==> config.mk <==
export PLATFORM = sky130hd
export DESIGN_NAME = mac_tx_arbiter
export DESIGN_NICKNAME = d
export VERILOG_FILES = /design/src/rtl/eth_stream_pkg.sv /design/src/rtl/axis_reg_slice.sv /design/src/rtl/mac_tx_arbiter.sv
export SDC_FILE = /design/constraint.sdc
export NUM_CORES = 1
export LEC_CHECK = 0
export CORE_AREA = 2 2 181 183
export CTS_CLUSTER_DIAMETER = 40
export CTS_CLUSTER_SIZE = 28
export DETAILED_ROUTE_END_ITERATION = 10
export DIE_AREA = 0 0 183 185
export HOLD_SLACK_MARGIN = 0.15
export PLACE_DENSITY_LB_ADDON = 0.12
export RECOVER_POWER = 100
export SYNTH_ARGS = -nofsm -noshare
export SYNTH_HDL_FRONTEND = slang
export SYNTH_SLANG_ARGS = --single-unit
==> constraint.sdc <==
create_clock -name i_clk -period 8.3 [get_ports i_clk]
set_input_delay 1.66 -clock i_clk [delete_from_list [all_inputs] [get_ports i_clk]]
set_output_delay 1.66 -clock i_clk [all_outputs]
set_load 0.05 [all_outputs]
==> src/rtl/eth_stream_pkg.sv <==
// Shared constants and encodings for the Ethernet TX stream blocks.
// Holds the default stream widths and the TX arbiter state/source encodings.
package eth_stream_pkg;

  localparam int unsigned ETH_DATA_W = 64;
  localparam int unsigned ETH_USER_W = 80;
  localparam int unsigned ETH_KEEP_W = ETH_DATA_W / 8;

  typedef enum logic [1:0] {
    ST_IDLE    = 2'd0,
    ST_GNT_ARP = 2'd1,
    ST_GNT_IP  = 2'd2
  } arb_state_t;

  typedef enum logic {
    SRC_ARP = 1'b0,
    SRC_IP  = 1'b1
  } arb_src_t;

endpackage

==> src/rtl/axis_reg_slice.sv <==
// Single-stage AXI-Stream register slice: one cycle of latency, full throughput.
// The payload is opaque; callers pack whatever sideband they need into it.
module axis_reg_slice #(
  parameter int unsigned P_W = 8
) (
  input  logic           i_clk,
  input  logic           i_rst,
  input  logic [P_W-1:0] s_payload,
  input  logic           s_valid,
  output logic           s_ready,
  output logic [P_W-1:0] m_payload,
  output logic           m_valid,
  input  logic           m_ready
);

  // Accept a new beat whenever the stage is empty or is draining this cycle.
  assign s_ready = !m_valid || m_ready;

  // NOTE: state registers use non-blocking assignments so every flop samples
  // pre-edge values regardless of process evaluation order.
  always_ff @(posedge i_clk or posedge i_rst) begin
    if (i_rst) begin
      m_valid   <= 1'b0;
      // NOTE: the payload register is reset as well, so the downstream
      // interface shows all-zero outputs after reset, not stale data.
      m_payload <= '0;
    end else if (s_valid && s_ready) begin
      m_valid   <= 1'b1;
      m_payload <= s_payload;
    end else if (m_ready) begin
      m_valid   <= 1'b0;
    end
  end

endmodule

==> src/rtl/mac_tx_arbiter.sv <==
// Frame-atomic 2:1 AXI-Stream arbiter merging the ARP and IP/UDP TX streams onto the MAC.
// Define MAC_TX_ARB_ARP_PRIO_EN for fixed ARP priority; default build is round-robin.
module mac_tx_arbiter
  import eth_stream_pkg::*;
#(
  parameter int unsigned P_DATA_W = ETH_DATA_W,
  parameter int unsigned P_USER_W = ETH_USER_W,
  parameter int unsigned P_KEEP_W = P_DATA_W / 8
) (
  input  logic                i_clk,
  input  logic                i_rst,

  input  logic [P_DATA_W-1:0] s_axis_arp_data,
  input  logic [P_USER_W-1:0] s_axis_arp_user,
  input  logic [P_KEEP_W-1:0] s_axis_arp_keep,
  input  logic                s_axis_arp_last,
  input  logic                s_axis_arp_valid,
  output logic                s_axis_arp_ready,

  input  logic [P_DATA_W-1:0] s_axis_ip_data,
  input  logic [P_USER_W-1:0] s_axis_ip_user,
  input  logic [P_KEEP_W-1:0] s_axis_ip_keep,
  input  logic                s_axis_ip_last,
  input  logic                s_axis_ip_valid,
  output logic                s_axis_ip_ready,

  output logic [P_DATA_W-1:0] m_axis_mac_data,
  output logic [P_USER_W-1:0] m_axis_mac_user,
  output logic [P_KEEP_W-1:0] m_axis_mac_keep,
  output logic                m_axis_mac_last,
  output logic                m_axis_mac_valid,
  input  logic                m_axis_mac_ready,

  output logic                o_arb_busy
);

  localparam int unsigned LP_BEAT_W = P_DATA_W + P_USER_W + P_KEEP_W + 1;

  arb_state_t           state_q;
  arb_state_t           state_d;
  logic                 tie_to_arp;
  logic                 slice_s_valid;
  logic                 slice_s_ready;
  logic [LP_BEAT_W-1:0] slice_s_payload;
  logic [LP_BEAT_W-1:0] slice_m_payload;
  logic [LP_BEAT_W-1:0] arp_beat;
  logic [LP_BEAT_W-1:0] ip_beat;

  assign arp_beat = {s_axis_arp_last, s_axis_arp_keep, s_axis_arp_user, s_axis_arp_data};
  assign ip_beat  = {s_axis_ip_last,  s_axis_ip_keep,  s_axis_ip_user,  s_axis_ip_data};

`ifdef MAC_TX_ARB_ARP_PRIO_EN
  // ARP replies are small and latency-critical; they always win a tie.
  assign tie_to_arp = 1'b1;
`else
  arb_src_t last_winner_q;

  // Only contested grants move the pointer; an uncontested grant leaves it alone.
  always_ff @(posedge i_clk or posedge i_rst) begin
    if (i_rst) begin
      last_winner_q <= SRC_IP;
    end else if (state_q == ST_IDLE && s_axis_arp_valid && s_axis_ip_valid) begin
      last_winner_q <= (last_winner_q == SRC_IP) ? SRC_ARP : SRC_IP;
    end
  end

  assign tie_to_arp = (last_winner_q == SRC_IP);
`endif

  always_ff @(posedge i_clk or posedge i_rst) begin
    if (i_rst) begin
      state_q <= ST_IDLE;
    end else begin
      state_q <= state_d;
    end
  end

  // NOTE: every output of this block gets a default before the case so that
  // no path leaves a signal unassigned, which would infer a latch.
  always_comb begin
    state_d          = state_q;
    slice_s_valid    = 1'b0;
    slice_s_payload  = ip_beat;
    s_axis_arp_ready = 1'b0;
    s_axis_ip_ready  = 1'b0;

    unique case (state_q)
      ST_IDLE: begin
        if (s_axis_arp_valid && s_axis_ip_valid) begin
          state_d = tie_to_arp ? ST_GNT_ARP : ST_GNT_IP;
        end else if (s_axis_arp_valid) begin
          state_d = ST_GNT_ARP;
        end else if (s_axis_ip_valid) begin
          state_d = ST_GNT_IP;
        end
      end

      ST_GNT_ARP: begin
        slice_s_valid    = s_axis_arp_valid;
        slice_s_payload  = arp_beat;
        s_axis_arp_ready = slice_s_ready;
        // The grant is held through any valid gap until the last beat is taken.
        if (s_axis_arp_valid && slice_s_ready && s_axis_arp_last) begin
          state_d = ST_IDLE;
        end
      end

      ST_GNT_IP: begin
        slice_s_valid   = s_axis_ip_valid;
        slice_s_payload = ip_beat;
        s_axis_ip_ready = slice_s_ready;
        if (s_axis_ip_valid && slice_s_ready && s_axis_ip_last) begin
          state_d = ST_IDLE;
        end
      end

      default: begin
        state_d = ST_IDLE;
      end
    endcase
  end

  axis_reg_slice #(
    .P_W (LP_BEAT_W)
  ) u_out_slice (
    .i_clk     (i_clk),
    .i_rst     (i_rst),
    .s_payload (slice_s_payload),
    .s_valid   (slice_s_valid),
    .s_ready   (slice_s_ready),
    .m_payload (slice_m_payload),
    .m_valid   (m_axis_mac_valid),
    .m_ready   (m_axis_mac_ready)
  );

  assign {m_axis_mac_last, m_axis_mac_keep, m_axis_mac_user, m_axis_mac_data} = slice_m_payload;

  assign o_arb_busy = (state_q != ST_IDLE);

endmodule

======== After elaboration in Yosys (flattened, before gate mapping) ========
Index checks and enable logic that the tools add are counted.
storage, ports and cells
  flip-flop bits (word level) ............. 157
  bits of input ports ..................... 311
  output and inout bits ................... 157
  word-level logic and storage cells ...... 37
operators by class
  equality and inequality tests ........... 5
  muxes and demuxes ....................... 14
  reduce and logical (&&, ||, !) cells .... 14
operator list
  kind                  count
  $mux W153             1
  $mux W2               6
  $logic_and A1 B1 Y1   8
  $pmux W2 S3           1
  $mux W1               5
  $ne A2 B2 Y1 const B  2
  $ne A4 B3 Y1 const B  1
  $reduce_bool A2 Y1    2
  $reduce_and A3 Y1     1
  $eq A2 B1 Y1 const B  1
  $eq A2 B2 Y1 const B  1
  $logic_not A2 Y1      1
  $pmux W1 S2           1
  $logic_not A1 Y1      1
  $logic_or A1 B1 Y1    1

======== Logic depth before layout (Yosys ltp) ========
  depth in word-level cells ............... 6
  mapped depth ............................ 9
  gate-level depth less buffers ........... 6

======== Modules after synthesis ========
Synthesis repeated with hierarchy kept, for this count alone.
second synthesis, totals
  cells, all modules ...................... 525
  area, all modules ....................... 8085.3 sq um
modules (own cells, without submodules)
  module          times used  cells an instance  area each (sq um)  seq. area each (sq um)
  axis_reg_slice  1           327                5999.5             3853.7
  mac_tx_arbiter  1           198                2085.8             76.3

======== Worst setup path after synthesis ========
No wires, ideal clock.
  path kind ............................... input port to output port
  from .................................... in m_axis_mac_ready
  to ...................................... out s_axis_arp_ready
  arrival time ............................ 2.259 ns
  data required time ...................... 6.640 ns
  slack ................................... 4.381 ns
  cell stages on the path ................. 2
  path buffers ............................ 0
  path through ............................ nand2b_2 and2_1
on the way
  cells in the longest elaborated chain, start to end .. 2
ends and longest elaborated chain
  item                RTL line              text
  start: declaration  mac_tx_arbiter.sv:32  input logic m_axis_mac_ready,
  $logic_or A1 B1 Y1  axis_reg_slice.sv:17  assign s_ready = !m_valid || m_ready;
  $mux W1             mac_tx_arbiter.sv:87  unique case (state_q)
  end: declaration    mac_tx_arbiter.sv:18  output logic s_axis_arp_ready,
No other way between the ends.

======== Worst setup path in the final report ========
  from .................................... in m_axis_mac_ready
  to ...................................... out s_axis_ip_ready
on the way
  cells in the longest elaborated chain, start to end .. 2
ends and longest elaborated chain
  item                RTL line              text
  $logic_or A1 B1 Y1  axis_reg_slice.sv:17
  $mux W1             mac_tx_arbiter.sv:87
  end: declaration    mac_tx_arbiter.sv:25  output logic s_axis_ip_ready,
No other way between the ends.

==> flow_metrics.tcl <==
set metrics [dict create \
    status "complete, but fails checks" \
    failed_checks "max-capacitance violations, max-slew violations" \
    antenna_found_initial 1 \
    setup_ws_ns 3.10 \
    grt_max_degree 237 \
    yosysWarnings 0 \
    period_minus_slack_ns 5.20 \
    fp.dieW_um 183 \
    io_pins 468 \
    vias_per_cell 4.11 \
    drc 0 \
    yosys.area.top_type "dfrtp_1" \
    wirelength_mm 25.9 \
    place_area_um2 12300 \
    syn_nets 1009 \
    cp-end-kind "output pin" \
    syn_area_um2 7370 \
    top_layer "met4" \
    maxSlewHeadroom_pct -68.7 \
    crit_required_ns 6.64 \
    worstRegToRegCells 7 \
    cts_sinks 157 \
    worst_setup_path_start_kind "input port" \
    dp_cells 1523 \
    worst_hold_path_type "flip-flop to flip-flop" \
    power.leakage_uw 0.00543 \
    wl_met1_mm 10.4 \
    fin_skew_ns 0.0142 \
    layout-drive-gt1-share_pct 3.05 \
    syn2layout_area_growth_pct 74.2 \
    rsz0062_at_grt "false" \
    min_period_over_period_pct 62.7 \
    antenna_left 0 \
    cts_tree "yes" \
    ys_ff_latch 157 \
    wire_per_inst_um 16.6 \
    fmax_mhz 192 \
    fin_cells 1556 \
    multi_input_area_um2 3050 \
    synth.area.top_cells "dfrtp_1 53%, mux2i_1 21%, o21ai_0 8.1%" \
    hold_end "u_out_slice.m_payload[8]" \
    seqCellArea_um2 3930 \
    first_global_vias 6267 \
    dp_slack_ns 3.29 \
    hold_ws_ns 0.469 \
    powerDensity_nw_per_um2 394 \
    clk_latency_ns 0.42 \
    critical_path_peak_fanout 6 \
    place_congestion 0.720 \
    crit_arrival_ns 3.54 \
    synth_area_per_cell_um2 10.6 \
    die-area_um2 33900 \
    track_usage_pct 14.8 \
    fillers 3222 \
    drt_iter0_drc 183 \
    design_area_um2 12800 \
    cts_buffers 17 \
    finalNetCount 1449 \
    root_buffer "clkbuf_16" \
    vias 6395 \
    post_cts_buffers 0 \
    netlist-cell-type-count 25 \
    clockBufferDepth 2 \
    r2r-start "state_q[1]" \
    hold_buffers 0 \
    synth_top_area_share_pct 52.9 \
    port_buffers 467 \
    clkTransAtPathRegs_ns 0.06 \
    drt-pass1-iter-count 4 \
    start_util_pct 23.0 \
    min_from "u_out_slice.m_payload[8]" \
    htreeDepth 4 \
    max-cap-violations 2 \
    irDropWorstVdd_uv 197 \
    ys_seq_area_share_pct 53.3 \
    grt-ovfl-total 0 \
    dr_wl_met3_mm 1.53 \
    core_region_area_um2 32000 \
    grt_pass1_wl_mm 37.7 \
    timing.reg2reg.setup_slack_ns 3.82 \
    num_rows 66 \
    detailed_place_hpwl_mm 19.3 \
    post_cts_resize_count 0 \
    setup_tns_ns 0 \
    setup_violations 0 \
    synth_cells 694 \
    hold-path-cell-count 2 \
    hold_viol 0 \
    worst_pin_slew_ns 2.52 \
    drv_slew 127 \
    reg2reg_to "u_out_slice.m_payload[93]" \
    dieHeight_um 185 \
    wl_met2_mm 13.6 \
    worst-setup-path-type "input port to output pin" \
]
[metrics by stage]
step	utilization, %	total power (uW)
floorplan	-	3410
detailed placement	38.3	4480
CTS	40.1	5310
finish	40.1	5060
global route	40.1	5380
global placement	38.3	4460
[kinds of logic (layout without fill, tap and decap cells)]
family                     Yosys count  in the layout  synth area share (%)
buffers and inverters               56            509                  5.29
other                                0              1                     0
xor gates and xnor gates             1              1                 0.119
DFF                                157            157                  53.3
and+or+nand+nor                    163            163                  8.70
AOI/OAI and AO/OA                  158            158                  10.9
adders and majority gates            4              4                 0.679
muxes                              155            155                  21.1
[sequential cells by signal, indices dropped and copies added, names as in the netlist]
signal	flops
u_out_slice.m_valid	1
state_q	2
u_out_slice.m_payload	153
last_winner_q	1
[routing by layer]
| metal | vias to the layer above | global-route usage (%) |
|---|---|---|
| met5 | - | 0 |
| met3 | 14 | 3.85 |
| met4 | 0 | 4.22 |
| met1 | 2917 | 17.1 |
| met2 | 196 | 26.9 |
| li1 | 3268 | - |
[power by group]
part           total (uW)  internal [uW]  switching [uW]
Sequential           1290           1130             164
Clock                 810            483             327
Combinational        2960            942            2020
[how the worst max path moves through the flow]
stage / start / to / slack [ns] / depth (start not counted)
after floorplan: i_rst / state_q[0] / 2.41 / 1
after global placement: m_axis_mac_ready / s_axis_ip_ready / 3.29 / 4
after detailed placement: m_axis_mac_ready / s_axis_ip_ready / 3.29 / 4
after CTS: m_axis_mac_ready / s_axis_ip_ready / 3.29 / 4
after global routing: m_axis_mac_ready / u_out_slice.m_payload[108] / 2.66 / 6
final: m_axis_mac_ready / s_axis_ip_ready / 3.10 / 4
[synthesized netlist by cell type, drive strengths merged]
| cell type | n |
|---|---|
| dfrtp | 156 |
| nand2 | 155 |
| mux2i | 154 |
| o21ai | 154 |
| buf | 34 |
| clkbuf | 16 |
| inv | 6 |
| ha | 4 |
| nand3 | 4 |
| a21oi | 2 |
| and2 | 2 |
| nand2b | 2 |
| a221o | 1 |
| a22o | 1 |
| dfstp | 1 |
| mux2 | 1 |
| xnor2 | 1 |
[layout by cell type (no fill, tap or decap), types with 4 or more instances in the layout]
cell               n
inv_1              5
dfrtp_1          156
clkbuf_1           5
o21ai_0          152
clkinvlp_4         4
dlygate4sd3_1    160
mux2i_1          154
nand3_1            4
clkbuf_16         17
nand2_1          155
clkdlybuf4s50_1  307
[worst max-delay path, stage by stage]
cell,delay (ns)
dlygate4sd3_1,0.52
nand2b_1,0.28
and2_1,0.17
dlygate4sd3_1,0.90
[cell type report]
cell class / count / share of cell area (%)
well taps: 408 / 3.97
flip-flops and latches: 157 / 30.6
clock inverters: 9 / 1.07
diodes: 1 / 0.0195
clock buffers: 23 / 3.57
inverters: 6 / 0.185
multi-input cells: 481 / 23.8
repair buffers: 471 / 36.8
Note: power is estimated with default switching activity, not from simulation.
